<file path="config.mk">
export PLATFORM = sky130hd
export DESIGN_NAME = bound_add_frame_ctrl
export DESIGN_NICKNAME = d
export VERILOG_FILES = /design/src/rtl/bound_add_pkg.sv /design/src/rtl/frame_geom_chk.sv /design/src/rtl/bound_add_frame_ctrl.sv
export SDC_FILE = /design/constraint.sdc
export NUM_CORES = 1
export LEC_CHECK = 0
export CORE_MARGIN = 2
export CORE_UTILIZATION = 50
export CTS_CLUSTER_DIAMETER = 120
export CTS_CLUSTER_SIZE = 10
export DETAILED_ROUTE_END_ITERATION = 6
export GPL_TIMING_DRIVEN = 1
export PLACE_DENSITY = 0.73
export SYNTH_ARGS = -nofsm -noshare
export SYNTH_HDL_FRONTEND = slang
export SYNTH_SLANG_ARGS = --single-unit
</file>
<file path="constraint.sdc">
create_clock -name clk -period 5.7 [get_ports clk]
set_input_delay 0.57 -clock clk [delete_from_list [all_inputs] [get_ports clk]]
set_output_delay 0.57 -clock clk [all_outputs]
set_load 0.01 [all_outputs]
</file>
<file path="src/rtl/bound_add_pkg.sv">
// Shared definitions for the boundary-add frame control path: FSM states,
// default counter widths and host counter widths.
package bound_add_pkg;

    typedef enum logic [1:0] {
        IDLE  = 2'd0,
        ARM   = 2'd1,
        PASS  = 2'd2,
        DRAIN = 2'd3
    } state_t;

    localparam int CW_DEF      = 12;
    localparam int TW_DEF      = 17;
    localparam int FRAME_CNT_W = 16;
    localparam int DROP_CNT_W  = 8;

endpackage

</file>
<file path="src/rtl/frame_geom_chk.sv">
// Per-frame geometry checker: counts pixels per line and lines per frame and
// flags any deviation from IW x IH. Flags are sticky until the next clear.
module frame_geom_chk
    import bound_add_pkg::*;
#(
    parameter int IW = 640,
    parameter int IH = 480,
    parameter int CW = CW_DEF
) (
    input  logic clk,
    input  logic rst,
    input  logic din_hsync,
    input  logic hs_fall,
    input  logic vs_fall,
    input  logic clear,
    output logic err_pix,
    output logic err_line
);

    localparam logic [CW-1:0] CNT_MAX = '1;
    localparam logic [CW-1:0] IW_C    = CW'(IW);
    localparam logic [CW-1:0] IH_C    = CW'(IH);

    logic [CW-1:0] pix_reg;
    logic [CW-1:0] line_reg;
    logic          err_pix_reg;
    logic          err_line_reg;
    logic [CW-1:0] pix_inc;
    logic [CW-1:0] line_inc;
    logic [CW-1:0] line_next;

    // Saturating increments; a line ending on the frame's last cycle must be
    // included in the line count checked at vsync fall.
    assign pix_inc   = (pix_reg == CNT_MAX) ? pix_reg : pix_reg + CW'(1);
    assign line_inc  = (line_reg == CNT_MAX) ? line_reg : line_reg + CW'(1);
    assign line_next = hs_fall ? line_inc : line_reg;

    // Pixel/line counting with sticky mismatch flags.
    always_ff @(posedge clk or posedge rst) begin
        if (rst) begin
            pix_reg      <= '0;
            line_reg     <= '0;
            err_pix_reg  <= 1'b0;
            err_line_reg <= 1'b0;
        end else if (clear) begin
            pix_reg      <= '0;
            line_reg     <= '0;
            err_pix_reg  <= 1'b0;
            err_line_reg <= 1'b0;
        end else begin
            if (hs_fall) begin
                if (pix_reg != IW_C) begin
                    err_pix_reg <= 1'b1;
                end
                line_reg <= line_inc;
                pix_reg  <= '0;
            end else if (din_hsync) begin
                pix_reg <= pix_inc;
            end
            if (vs_fall && (line_next != IH_C)) begin
                err_line_reg <= 1'b1;
            end
        end
    end

    assign err_pix  = err_pix_reg;
    assign err_line = err_line_reg;

endmodule

</file>
<file path="src/rtl/bound_add_frame_ctrl.sv">
// Frame-level sequencer ahead of the boundary-add pipeline: admits whole
// frames only, keeps a new frame out until the previous one has drained,
// and reports per-frame status plus admitted/dropped frame counters.
module bound_add_frame_ctrl
    import bound_add_pkg::*;
#(
    parameter int DW            = 8,
    parameter int IW            = 640,
    parameter int IH            = 480,
    parameter int CW            = CW_DEF,
    parameter int DRAIN_TIMEOUT = 65536,
    parameter int TW            = TW_DEF
) (
    input  logic                   clk,
    input  logic                   rst,
    input  logic                   cfg_en,
    input  logic                   din_vsync,
    input  logic                   din_hsync,
    input  logic [DW-1:0]          din,
    output logic                   pipe_vsync,
    output logic                   pipe_hsync,
    output logic [DW-1:0]          pipe_din,
    input  logic                   pipe_out_vsync,
    output logic                   busy,
    output logic                   frame_done,
    output logic                   frame_ok,
    output logic                   err_pix,
    output logic                   err_line,
    output logic                   err_timeout,
    output logic [FRAME_CNT_W-1:0] frame_cnt,
    output logic [DROP_CNT_W-1:0]  drop_cnt
);

    localparam logic [TW-1:0] TIMER_LAST = TW'(DRAIN_TIMEOUT - 1);

    state_t                 state_reg;
    logic                   vs_d_reg;
    logic                   hs_d_reg;
    logic                   pipe_vsync_reg;
    logic                   pipe_hsync_reg;
    logic [DW-1:0]          pipe_din_reg;
    logic                   seen_out_reg;
    logic [TW-1:0]          timer_reg;
    logic                   err_timeout_reg;
    logic                   frame_done_reg;
    logic                   frame_ok_reg;
    logic [FRAME_CNT_W-1:0] frame_cnt_reg;
    logic [DROP_CNT_W-1:0]  drop_cnt_reg;

    logic vs_rise;
    logic vs_fall;
    logic hs_fall;
    logic in_pass;
    logic admit;
    logic fwd;
    logic timeout_hit;
    logic drain_done;

    assign vs_rise = din_vsync & ~vs_d_reg;
    assign vs_fall = ~din_vsync & vs_d_reg;
    assign hs_fall = ~din_hsync & hs_d_reg;

    assign in_pass     = (state_reg == PASS);
    assign admit       = (state_reg == ARM) & vs_rise & ~pipe_out_vsync;
    assign fwd         = in_pass | admit;
    assign timeout_hit = (timer_reg == TIMER_LAST);
    assign drain_done  = (seen_out_reg & ~pipe_out_vsync) | timeout_hit;

    // One-cycle-delayed sync copies used for edge detection.
    always_ff @(posedge clk or posedge rst) begin
        if (rst) begin
            vs_d_reg <= 1'b0;
            hs_d_reg <= 1'b0;
        end else begin
            vs_d_reg <= din_vsync;
            hs_d_reg <= din_hsync;
        end
    end

    // Gated forwarding into the pipeline: exactly one cycle of latency.
    always_ff @(posedge clk or posedge rst) begin
        if (rst) begin
            pipe_vsync_reg <= 1'b0;
            pipe_hsync_reg <= 1'b0;
            pipe_din_reg   <= '0;
        end else if (fwd) begin
            pipe_vsync_reg <= din_vsync;
            pipe_hsync_reg <= din_hsync;
            pipe_din_reg   <= din;
        end else begin
            pipe_vsync_reg <= 1'b0;
            pipe_hsync_reg <= 1'b0;
            pipe_din_reg   <= '0;
        end
    end

    // Geometry checks only see activity of the admitted frame.
    frame_geom_chk #(
        .IW (IW),
        .IH (IH),
        .CW (CW)
    ) u_geom (
        .clk       (clk),
        .rst       (rst),
        .din_hsync (din_hsync & in_pass),
        .hs_fall   (hs_fall & in_pass),
        .vs_fall   (vs_fall & in_pass),
        .clear     (admit),
        .err_pix   (err_pix),
        .err_line  (err_line)
    );

    // Frame sequencer: admission, drop counting, drain tracking and status.
    always_ff @(posedge clk or posedge rst) begin
        if (rst) begin
            state_reg       <= IDLE;
            seen_out_reg    <= 1'b0;
            timer_reg       <= '0;
            err_timeout_reg <= 1'b0;
            frame_done_reg  <= 1'b0;
            frame_ok_reg    <= 1'b0;
            frame_cnt_reg   <= '0;
            drop_cnt_reg    <= '0;
        end else begin
            frame_done_reg <= 1'b0;
            frame_ok_reg   <= 1'b0;
            case (state_reg)
                IDLE: begin
                    if (cfg_en && !din_vsync) begin
                        state_reg <= ARM;
                    end
                end
                ARM: begin
                    if (!cfg_en) begin
                        state_reg <= IDLE;
                    end else if (vs_rise) begin
                        if (!pipe_out_vsync) begin
                            state_reg       <= PASS;
                            seen_out_reg    <= 1'b0;
                            timer_reg       <= '0;
                            err_timeout_reg <= 1'b0;
                        end else if (drop_cnt_reg != '1) begin
                            drop_cnt_reg <= drop_cnt_reg + DROP_CNT_W'(1);
                        end
                    end
                end
                PASS: begin
                    if (vs_fall) begin
                        state_reg <= DRAIN;
                    end
                end
                DRAIN: begin
                    if (pipe_out_vsync) begin
                        seen_out_reg <= 1'b1;
                    end
                    if (drain_done) begin
                        frame_done_reg <= 1'b1;
                        frame_ok_reg   <= ~(err_pix | err_line | err_timeout_reg | timeout_hit);
                        if (timeout_hit) begin
                            err_timeout_reg <= 1'b1;
                        end
                        frame_cnt_reg <= frame_cnt_reg + FRAME_CNT_W'(1);
                        state_reg     <= cfg_en ? ARM : IDLE;
                    end else begin
                        timer_reg <= timer_reg + TW'(1);
                    end
                end
                default: state_reg <= IDLE;
            endcase
        end
    end

    assign pipe_vsync  = pipe_vsync_reg;
    assign pipe_hsync  = pipe_hsync_reg;
    assign pipe_din    = pipe_din_reg;
    assign busy        = (state_reg == PASS) | (state_reg == DRAIN);
    assign frame_done  = frame_done_reg;
    assign frame_ok    = frame_ok_reg;
    assign err_timeout = err_timeout_reg;
    assign frame_cnt   = frame_cnt_reg;
    assign drop_cnt    = drop_cnt_reg;

endmodule

</file>
==> results.txt <==
Leaving out fill and tap cells, the most frequent cell in the layout is dfrtp_1. The layout cell share with drive strength beyond 1 is under 10%. The data arrival time of the critical path came out at 2.97 ns. The number of H-tree levels is 3. The remaining routing DRC violations came out at 0.

A synthesized cell averages 10.4 um2. The placed instance area is between 4000 and 5000 um2. The die width is between 90 and 100 um.

The count of cell types in the netlist came out at between 50 and 60. The count of buffers from port buffering is 53. The peak fanout along the critical path came out at 15. The total iterations of the first detailed-routing run is 7. The routability congestion estimate from global placement is 0.897. The count of filler cells inserted in the layout came out at approximately 660. The routed length per placed instance is around 14 um. The critical path launch point type is an input port. The first-pass GRT wire length is between 10000 and 15000 um. The path type of the worst setup path is input port to register.

The actual slew at the worst max-slew pin is between 1 and 1.5 ns. The leftover overflow at the end of global routing came out at 0. The number of max-slew violations in the final report is 0. The number of top-level pins came out at between 50 and 60. The detailed router's first-iteration violation count came out at 107. The final antenna diode count is 0. The total negative setup slack came out at 0 ns. The core area came out at roughly 8000 um2. The count of final setup violators is 0. The number of antenna violations at the first check in global routing is 0. In the layout the commonest cells are dfrtp_1, clkdlybuf4s50_1, nor2_1, nand2_1, xnor2_1.

The peak ir drop on the vdd network is between 0.15 and 0.2 mV. No sink is reached through more buffers than the 2 on the longest clock path. The cell at the root of the clock tree is clkbuf_8.

The share of async-settable or async-resettable flops after synthesis is between 90% and 100%. The synthesized design contains 0 enable-type register cells. The part of the cycle the worst path needs came out at approximately half. The register bit count reported by yosys came out at 85. The number of global-route vias before repair came to 2876. The worst slack at placement is ~2.6 ns. Clock skew on the completed layout was measured at a little over 0.008 ns. The total count of hold-check failures in the final report was 0.

The number of flip-flops under the largest register name is 17. Once the clock tree was built, the resizer swapped 0 gates to a different size. The die outline area is around 9000 um2. The clock period minus final worst setup slack came out at about 2.7 ns. The leakage component of the power is 2.13 nW. The clock edge transition at the registers on the reported setup and hold paths is about 0.08 ns. The signed area change from the synthesized netlist to the final layout is 19.3%. The number of clock buffers added by TritonCTS is 9. The final antenna-violating net count came out at 0. The worst setup path is captured at a register. The number of buffers inserted for hold repair after clock tree synthesis came out at 0. From bottom edge to top edge, the die measures 94.9 um.

The number of buffers added for setup after CTS is 0. The final critical-path setup slack came out at between 2 and 3 ns. The sequential share of the synthesized area is 51.5%. The count of max-cap constraint violations came out at 0. The final net count came out at roughly 470. The tightest min-delay check is of the register to register type.

The clock latency on the worst-skew pair is 0.34 ns. The all-layer global routing usage is a little under a fifth. The vias after detailed routing came out at 3010. The power per cell area came out at around 340 nW/um2. TritonCTS built the clock tree. The post-detailed-routing wire length is around 7800 um. The normalized max-slew margin came out at 29.6%.

The floorplan has 33 rows. The critical path required time came out at just under 6 ns. The cell area after technology mapping came out at between 4000 and 5000 um2.

The cell count after placement is ~550. The effective utilization at floorplan is about half. The final HPWL from detailed placement came out at roughly 5500 um. The number of clock sinks is 85. The pin count of the biggest net entering global routing came out at 86. The design area came out at about 5000 um2. The total number of yosys warnings is 0. The final non-filler cell total is between 500 and 600. Counting every instance in the synthesized netlist gives a little under 400.

Among all flip-flop cells after synthesis, the most frequent one is dfrtp_1. The vias per cell came out at around 5.4. The run finished with clean final reports. The post-synthesis net count is between 400 and 500. The achievable clock frequency came out at about 0.36 GHz.

Setup repair after global routing left no endpoint under its margin.
## stage by stage
stage	total power, mW	util (%)	hold slack (ns)
floorplan	1.09	-	0.449
global placement	1.25	58.6	0.461
detailed placement	1.27	58.6	0.471
CTS	1.68	60.9	0.489
global route	1.76	60.9	0.512
finish	1.66	60.9	0.486
## logic make-up after synthesis
logic type               count (synthesis)  share of synthesized area [%]
adder cells (fa/ha/maj)                  7                           2.12
AND/OR/NAND/NOR                        184                           24.8
multiplexers                             7                           1.79
XOR/XNOR                                50                           10.6
AO/OA/AOI/OAI                           41                           6.70
buffers and inverters                   23                           2.45
flip-flops                              85                           51.5
## worst max-delay path: stages
cell,delay (ns)
clkdlybuf4s50_1,0.56
and4bb_1,0.28
nor2b_1,0.83
nand2b_1,0.48
or3_1,0.17
o21ai_1,0.06
## power breakdown
group | switching [mW] | total, mW | internal [mW]
Combinational | 0.202 | 0.425 | 0.223
Sequential | 0.128 | 0.825 | 0.697
Clock | 0.207 | 0.407 | 0.200
Total | 0.537 | 1.66 | 1.12
## cell type report
class                   instances  area [um2]  area share [%]
repair buffers                 54         538            10.9
flip-flops and latches         85        2130            43.2
clock inverters                 4        50.0            1.02
inverters                      12        46.3           0.940
multi-input cells             289        1900            38.6
well taps                     105         131            2.67
clock buffers                  11         131            2.67
## synthesized netlist by cell type, types with 7 or more instances
library cell | count | share of area [%]
dfrtp_1 | 85 | 52
nor2_1 | 44 | 4.0
nand2_1 | 30 | 2.7
xnor2_1 | 26 | 5.5
xor2_1 | 24 | 5.1
nand3_1 | 22 | 2.7
nand4_1 | 18 | 2.7
and2_1 | 14 | 2.1
a21oi_1 | 13 | 1.6
inv_1 | 12 | 1.1
nor3_1 | 8 | 0.97
and3_1 | 7 | 1.1
ha_1 | 7 | 2.1
nor2b_1 | 7 | 1.1
## worst paths after layout
check                                                     end                 startpoint  slack (ns)  depth (start not counted)
worst max-delay path            u_geom.pix_reg[0]$_DFFE_PP0P_                  din_vsync        2.95                          6
worst min-delay path                timer_reg[16]$_DFFE_PP0P_  timer_reg[16]$_DFFE_PP0P_        0.49                          2
worst max register to register      timer_reg[13]$_DFFE_PP0P_   timer_reg[0]$_DFFE_PP0P_        2.98                         11
worst min register to register      timer_reg[16]$_DFFE_PP0P_  timer_reg[16]$_DFFE_PP0P_        0.49                          2
max in group asynchronous        u_geom.line_reg[8]$_DFF_PP0_                        rst        4.13                          3
min in group asynchronous           frame_cnt[14]$_DFFE_PP0P_                        rst        0.91                          3
## per-layer routing
metal | share of wire (%) | GRT usage, %
met5 | 0 | 0
met4 | 0.66 | 4.47
met3 | 3.3 | 4.31
met2 | 48 | 30.1
met1 | 48 | 26.0
Note: power is estimated with default switching activity, not from simulation.
